--- config.mk ---
export PLATFORM = sky130hd
export DESIGN_NAME = tacky_issue_flat
export DESIGN_NICKNAME = d
export VERILOG_FILES = /design/src/rtl/tacky_issue_if.sv /design/src/rtl/tacky_issue.sv /design/src/flat_wrapper.sv
export SDC_FILE = /design/constraint.sdc
export NUM_CORES = 1
export LEC_CHECK = 0
export BUFFER_PORTS_ARGS = -buffer_cell sky130_fd_sc_hd__buf_2
export CORE_MARGIN = 5
export CORE_UTILIZATION = 54
export CTS_CLUSTER_DIAMETER = 120
export CTS_CLUSTER_SIZE = 40
export DETAILED_ROUTE_END_ITERATION = 6
export GPL_ROUTABILITY_DRIVEN = 0
export PLACE_DENSITY = 0.85
export SYNTH_ARGS = -nofsm -noshare
export SYNTH_HDL_FRONTEND = slang
export SYNTH_SLANG_ARGS = --single-unit
--- constraint.sdc ---
create_clock -name clk -period 6.7 [get_ports clk]
set_input_delay 1.34 -clock clk [delete_from_list [all_inputs] [get_ports clk]]
set_output_delay 1.34 -clock clk [all_outputs]
set_load 0.005 [all_outputs]
--- src/rtl/tacky_issue_if.sv ---
// Fetch, issue-slot and redirect signals between tacky_issue and its neighbours.
// master = issue unit side, slave = memory / execute / PC-stage side.
interface tacky_issue_if;
  logic        imem_req;
  logic [15:0] imem_addr;
  logic        imem_ready;
  logic [15:0] imem_data;
  logic        iss_valid;
  logic        iss_ready;
  logic [4:0]  iss_op;
  logic [2:0]  iss_reg;
  logic        iss_slot;
  logic [15:0] iss_imm;
  logic        redirect;
  logic [15:0] redirect_pc;
  logic        halted;

  modport master (
    output imem_req, imem_addr, iss_valid, iss_op, iss_reg, iss_slot, iss_imm, halted,
    input  imem_ready, imem_data, iss_ready, redirect, redirect_pc
  );

  modport slave (
    input  imem_req, imem_addr, iss_valid, iss_op, iss_reg, iss_slot, iss_imm, halted,
    output imem_ready, imem_data, iss_ready, redirect, redirect_pc
  );
endinterface

--- src/rtl/tacky_issue.sv ---
// Two-slot instruction issue unit: fetches 16-bit words and issues one 8-bit slot per cycle.
// Define TACKY_PRE_EN to enable the OPpre prefix register that supplies iss_imm[15:8].
//
// state | meaning
// FETCH | requesting word at pc from instruction memory
// SLOT1 | presenting ir[15:8] (or whole-word imm8 form)
// SLOT2 | presenting ir[7:0]
// HALT  | OPsys issued; idle until reset
module tacky_issue (
  input  logic          clk,
  input  logic          reset,
  tacky_issue_if.master bus
);
  typedef enum logic [1:0] {FETCH, SLOT1, SLOT2, HALT} state_t;

  localparam logic [4:0] OP_SYS = 5'b11111;

  state_t      state, state_nxt;
  logic [15:0] pc, ir, imm_ext;
  logic        run, halted_q;
  logic [4:0]  op1, op2;
  logic        imm_form, pre_op, consume, fetch_done;

  assign op1        = ir[15:11];
  assign op2        = ir[7:3];
  assign imm_form   = (op1[4:3] == 2'b11);
  assign consume    = bus.iss_valid && bus.iss_ready;
  assign fetch_done = bus.imem_req && bus.imem_ready;

`ifdef TACKY_PRE_EN
  localparam logic [4:0] OP_PRE = 5'b11110;
  logic [7:0] pre;

  assign pre_op  = (op1 == OP_PRE);
  assign imm_ext = {pre, ir[7:0]};

  always_ff @(posedge clk or posedge reset) begin
    if (reset)
      pre <= 8'h00;
    else if (state == SLOT1 && pre_op && !bus.redirect)
      pre <= ir[7:0];
  end
`else
  assign pre_op  = 1'b0;
  assign imm_ext = {{8{ir[7]}}, ir[7:0]};
`endif

  always_ff @(posedge clk or posedge reset) begin
    if (reset)
      state <= FETCH;
    else
      state <= state_nxt;
  end

  // An issued OPsys halts even if a redirect arrives in the same cycle.
  always_comb begin
    state_nxt = state;
    unique case (state)
      FETCH: if (fetch_done && !bus.redirect) state_nxt = SLOT1;
      SLOT1, SLOT2: begin
        if (consume && bus.iss_op == OP_SYS)
          state_nxt = HALT;
        else if (bus.redirect || pre_op)
          state_nxt = FETCH;
        else if (consume)
          state_nxt = (state == SLOT1 && !imm_form) ? SLOT2 : FETCH;
      end
      HALT:  state_nxt = HALT;
    endcase
  end

  always_comb begin
    bus.imem_req  = 1'b0;
    bus.iss_valid = 1'b0;
    bus.iss_op    = 5'd0;
    bus.iss_reg   = 3'd0;
    bus.iss_slot  = 1'b0;
    bus.iss_imm   = 16'h0000;
    unique case (state)
      FETCH: bus.imem_req = run;
      SLOT1: begin
        bus.iss_valid = !pre_op;
        bus.iss_op    = op1;
        bus.iss_reg   = ir[10:8];
        if (imm_form) bus.iss_imm = imm_ext;
      end
      SLOT2: begin
        bus.iss_valid = 1'b1;
        bus.iss_op    = op2;
        bus.iss_reg   = ir[2:0];
        bus.iss_slot  = 1'b1;
      end
      HALT: ;
    endcase
  end

  assign bus.imem_addr = pc;
  assign bus.halted    = halted_q;

  // run holds off imem_req until the first clock after reset releases.
  always_ff @(posedge clk or posedge reset) begin
    if (reset) begin
      pc       <= 16'h0000;
      ir       <= 16'h0000;
      run      <= 1'b0;
      halted_q <= 1'b0;
    end else begin
      run <= 1'b1;
      if (state_nxt == HALT) halted_q <= 1'b1;
      if (state == FETCH) begin
        if (bus.redirect)
          pc <= bus.redirect_pc;
        else if (fetch_done)
          ir <= bus.imem_data;
      end else if (state != HALT && state_nxt == FETCH) begin
        pc <= bus.redirect ? bus.redirect_pc : pc + 16'd1;
      end
    end
  end
endmodule
--- src/flat_wrapper.sv ---
// flat-port wrapper written by rule: the top's interface ports become plain ports
module tacky_issue_flat 
  (clk, reset, bus_imem_req, bus_imem_addr, bus_iss_valid, bus_iss_op, bus_iss_reg, bus_iss_slot, bus_iss_imm, bus_halted, bus_imem_ready, bus_imem_data, bus_iss_ready, bus_redirect, bus_redirect_pc);
  tacky_issue_if bus_i ();
  input  logic clk;
  input  logic reset;
  output wire logic [$bits(bus_i.imem_req)-1:0] bus_imem_req;
  output wire logic [$bits(bus_i.imem_addr)-1:0] bus_imem_addr;
  output wire logic [$bits(bus_i.iss_valid)-1:0] bus_iss_valid;
  output wire logic [$bits(bus_i.iss_op)-1:0] bus_iss_op;
  output wire logic [$bits(bus_i.iss_reg)-1:0] bus_iss_reg;
  output wire logic [$bits(bus_i.iss_slot)-1:0] bus_iss_slot;
  output wire logic [$bits(bus_i.iss_imm)-1:0] bus_iss_imm;
  output wire logic [$bits(bus_i.halted)-1:0] bus_halted;
  input wire logic [$bits(bus_i.imem_ready)-1:0] bus_imem_ready;
  input wire logic [$bits(bus_i.imem_data)-1:0] bus_imem_data;
  input wire logic [$bits(bus_i.iss_ready)-1:0] bus_iss_ready;
  input wire logic [$bits(bus_i.redirect)-1:0] bus_redirect;
  input wire logic [$bits(bus_i.redirect_pc)-1:0] bus_redirect_pc;
  assign bus_imem_req = bus_i.imem_req;
  assign bus_imem_addr = bus_i.imem_addr;
  assign bus_iss_valid = bus_i.iss_valid;
  assign bus_iss_op = bus_i.iss_op;
  assign bus_iss_reg = bus_i.iss_reg;
  assign bus_iss_slot = bus_i.iss_slot;
  assign bus_iss_imm = bus_i.iss_imm;
  assign bus_halted = bus_i.halted;
  assign bus_i.imem_ready = bus_imem_ready;
  assign bus_i.imem_data = bus_imem_data;
  assign bus_i.iss_ready = bus_iss_ready;
  assign bus_i.redirect = bus_redirect;
  assign bus_i.redirect_pc = bus_redirect_pc;
  tacky_issue u_core (.clk(clk), .reset(reset), .bus(bus_i));
endmodule
---- Word-level counts from Yosys, hierarchy flattened ----
Index checks and enable logic that the tools add are counted.
operators by class
  bitwise operators ....................... 1
  add/subtract/negate cells ............... 1
  equality and inequality tests ........... 8
  muxes and demuxes ....................... 17
  reductions and logical operators ........ 14
operators by type and width
  operator                                             count
  2-to-1 mux 16 bit                                    6
  adder 16 x 1 -> 16 bit, second input constant        1
  2-to-1 mux 2 bit                                     5
  case mux 5 bit (2 select lines)                      1
  equality test 2 bit, second input constant           4
  logical AND 1 bit                                    6
  case mux 2 bit (3 select lines)                      1
  case mux 3 bit (2 select lines)                      1
  equality test 5 bit, second input constant           1
  zero test 2 bit                                      2
  != test 2 bit, second input constant                 2
  2-to-1 mux 1 bit                                     3
  AND reduction 3 bit                                  1
  equality test 2 x 1 -> 1 bit, second input constant  1
  zero test 1 bit                                      2
  AND reduction 2 bit                                  1
  nonzero test 2 bit                                   1
  OR reduction 2 bit                                   1
  inverter 1 bit                                       1
word-level totals
  input port bits ......................... 37
  output and inout port bits .............. 44
  word-level logic and storage cells ...... 46
  bits in registers ....................... 36

---- Longest topological paths before layout ----
  depth in word-level cells ............... 12
  mapped depth ............................ 10
  gate-level depth less buffers ........... 8

---- Worst setup path before layout ----
OpenSTA, ideal clock, no wires.
  kind .................................... register -> output
  start point ............................. reg u_core.state[1]
  end point ............................... out bus_iss_imm[10]
  data required time ...................... 5.360 ns
  stages on the path, launching flop included .. 8
  path slack .............................. 3.631 ns
  buffers on the path ..................... 3
  arrival time ............................ 1.729 ns
  cells stage by stage .................... dfrtp_1 > inv_1 > ha_1 > buf_2 > buf_1 > and3_1 > and2_1 > buf_4
between the ends
  word-level cells in the longest chain between the ends .. 2
ends and longest elaborated chain
  what                          line                RTL
  from (decl)                   tacky_issue.sv:18   state_t state, state_nxt;
  from (signal assigned)        tacky_issue.sv:52   state <= state_nxt;
  equality test 2 x 1 -> 1 bit  tacky_issue.sv:79   unique case (state)
  2-to-1 mux 16 bit             tacky_issue.sv:79
  to (decl)                     flat_wrapper.sv:13  output wire logic [$bits(bus_i.iss_imm)-1:0] bus_iss_imm;
No other way between the ends.

---- Worst setup path in the final report ----
  start point ............................. reg u_core.state[1]
  end point ............................... out bus_iss_imm[14]
The elaborated chain is that of the path after synthesis.

==> metrics <==
status=complete, no violations; total grt overflow=0; VDD IR max=0.000241 V; count leader, synth=dfrtp_1; Syn Inst Count=257; gr usage total=between 20% and 30%; Longest Clk Path Bufs=2; Area Growth Syn to Fin=20.3%; R2R Setup Slk=approximately 4.0 ns; fill cell count=366; Worst setup SP type=flop; die area=approximately 5800 um^2; Crit-path slowest cell=ha_1; DR vias=approximately 2,300; clk sinks=36; Clk pin slew, worst setup/hold paths=approximately 0.080 ns; Clock Latency Late Sink=roughly 0.30 ns; worst-path maximum fanout=16; reg2reg path depth=8; Final Hold Slack=slightly below 0.5 ns; Most used DFF post-synth=dfrtp_1; RSZ-0062 raised after global routing=false; Ports=81; max cap viols=0; fin util=between 60% and 70%; Hold Fails Final Rpt=0; Ys Warns=0; final std cells w/o fill=379; # Post-CTS Setup Buffers=0; TritonCTS clock tree=done; DP Cell Count=about 370; CTS H-tree lvls=2; minimum clock period after layout=between 3 and 4 ns; Achievable Freq=between 0.2 and 0.3 GHz; Async SR Flop Fraction=100%; hold wc startpoint=u_core.bus.halted; Pwr Density=approximately 470 nW/um^2; post-synthesis cell area=2340 um^2; CTS Buf Count=5; Post-Syn Area per Cell=between 9 and 10 um^2; post-synth cell types=54; Reg2Reg Launch Point=u_core.state[1]; HP Class=reg -> reg; Setup crit end=bus_iss_imm[14]; critical path's largest stage delay=between 0.5 and 0.6 ns; Routed WL=6230 um; IO buf count=80; # rows=24; via count of the first global-routing pass=roughly 2,100; core area=approximately 4300 um^2; Fin Clk Skew=roughly 0.0056 ns; DRC Markers=0; crit path DAT=roughly 2.3 ns; vias per cell=6.11; Max Slew Vio Count=0; crit path cell chain=inv_1, ha_1, and3_1, and2_1, buf_2; top cell type's share of synthesized area=38.4%; DRT antenna net count=0; Post-synth top cells=dfrtp_1 (36), nor2_1 (23), a21oi_1 (19); Seq/Total Area, Yosys=38.4%; WHS Path Cells=1; n_diodes=0; Worst EP required=5.36 ns; crit path from=u_core.state[1]; die span in x=75.9 um; WS Path Type=reg -> out; P_leak=roughly 1.3 nW; Least-Margin Pin Slew=0.825 ns; first-pass GRT wire length=about 10000 um; layout cells sized above 1=between 30% and 40%; Slew HR=between 40% and 50%; 1st-pass router iterations=4; initial antenna violation count=0; Root Driver=clkbuf_8; drt wl/cell=16.4 um; Critical Path Sink Type=output port; initial core utilization=between 50% and 60%; Worst R2R End=u_core.bus.imem_addr[13]; largest net degree at the start of global routing=37; fin nets=368; die height=75.9 um; post-synth top area cell=dfrtp_1; synth top area cells=dfrtp_1 (38%), mux2_2 (7.7%), a21oi_1 (4.1%); post-CTS resize count=0; synthesized flop and latch total=36; final worst-path cycle share=between 50 and 60%; detailed placer's ending HPWL=4600 um; cts hold-fix bufs=0; setup TNS=0 ns; number of synthesized flops with an enable pin=0; starting DRC count in detailed routing=roughly 260; Setup Viol. Count Final=0; Mapped Nets=roughly 300
==> how the worst min path moves through the flow <==
stage	slack (ns)	endpoint
after floorplan	0.45	u_core.bus.halted
after global placement	0.44	u_core.bus.halted
after detailed placement	0.47	u_core.bus.halted
after CTS	0.49	u_core.bus.halted
after global routing	0.52	u_core.bus.halted
final	0.48	u_core.bus.halted
==> area by class of cell <==
type	count	area, um^2	area share, %
Inverter	9	33.8	1.20
Multi-Input combinational cell	193	1300	46.0
Timing Repair Buffer	81	408	14.5
Sequential cell	36	901	32.0
Clock buffer	5	68.8	2.44
Clock inverter	3	46.3	1.64
Tap cell	52	65.1	2.31
==> stage by stage <==
stage | area, um^2 | power [mW] | setup slack [ns]
2_1_floorplan | 2340 | 0.903 | 3.63
3_3_place_gp | 2700 | 1.09 | 3.55
3_5_place_dp | 2700 | 1.11 | 3.48
4_1_cts | 2820 | 1.31 | 3.14
5_1_grt | 2820 | 1.41 | 2.95
6_report | 2820 | 1.31 | 3.11
==> critical path: cells and delay by family, from the launching register on <==
kind,cells,cell delay [ns]
flip-flops,1,0.44
AND/OR/NAND/NOR,2,0.69
adder cells (fa/ha/maj),1,0.56
buffers and inverters,2,0.25
==> metal layers <==
layer / wire length, um / track usage (%)
met5: 0 / 0
met4: 141 / 8.74
met3: 531 / 5.80
met2: 3130 / 36.1
met1: 2420 / 29.7
==> registers in the layout, summed over array words and instances, names as in the netlist <==
name,count
u_core.bus.halted,1
u_core.bus.imem_addr,16
u_core.ir,16
u_core.run,1
u_core.state,2
==> placed cells by master, fill, tap and decap left out, drive strengths merged, types with 2 or more instances in the layout <==
master,synthesis,layout
o32a,2,2
mux2,16,16
clkbuf,5,5
a211oi,3,3
nor2,24,24
a31oi,6,6
o31a,3,3
o2bb2ai,2,2
a41oi,2,2
o22a,2,2
o22ai,6,6
o211ai,3,3
a21o,2,2
buf,14,81
nand2,16,16
dfrtp,36,36
nand3,9,9
o21ai,9,9
nor3b,2,2
or2,2,2
a22oi,9,9
and2,10,10
ha,5,5
a21oi,20,20
inv,9,10
nor2b,9,9
nor3,7,7
o31ai,3,3
nand4,3,3
nor4,3,3
==> cell families after synthesis <==
group | Yosys count | synth area share [%]
flip-flops | 36 | 38.4
buffers and inverters | 28 | 6.25
other | 1 | 0.160
multiplexers | 17 | 8.12
AO/OA/AOI/OAI | 80 | 24.5
AND/OR/NAND/NOR | 90 | 19.9
adder cells (fa/ha/maj) | 5 | 2.67
==> power breakdown <==
| part | switching, mW | internal [mW] | total [mW] | leakage (nW) |
|---|---|---|---|---|
| Sequential | 0.120 | 0.325 | 0.445 | 0.426 |
| Combinational | 0.367 | 0.301 | 0.668 | 0.829 |
| Clock | 0.0880 | 0.112 | 0.200 | 0.0548 |
Note: power is estimated with default switching activity, not from simulation.
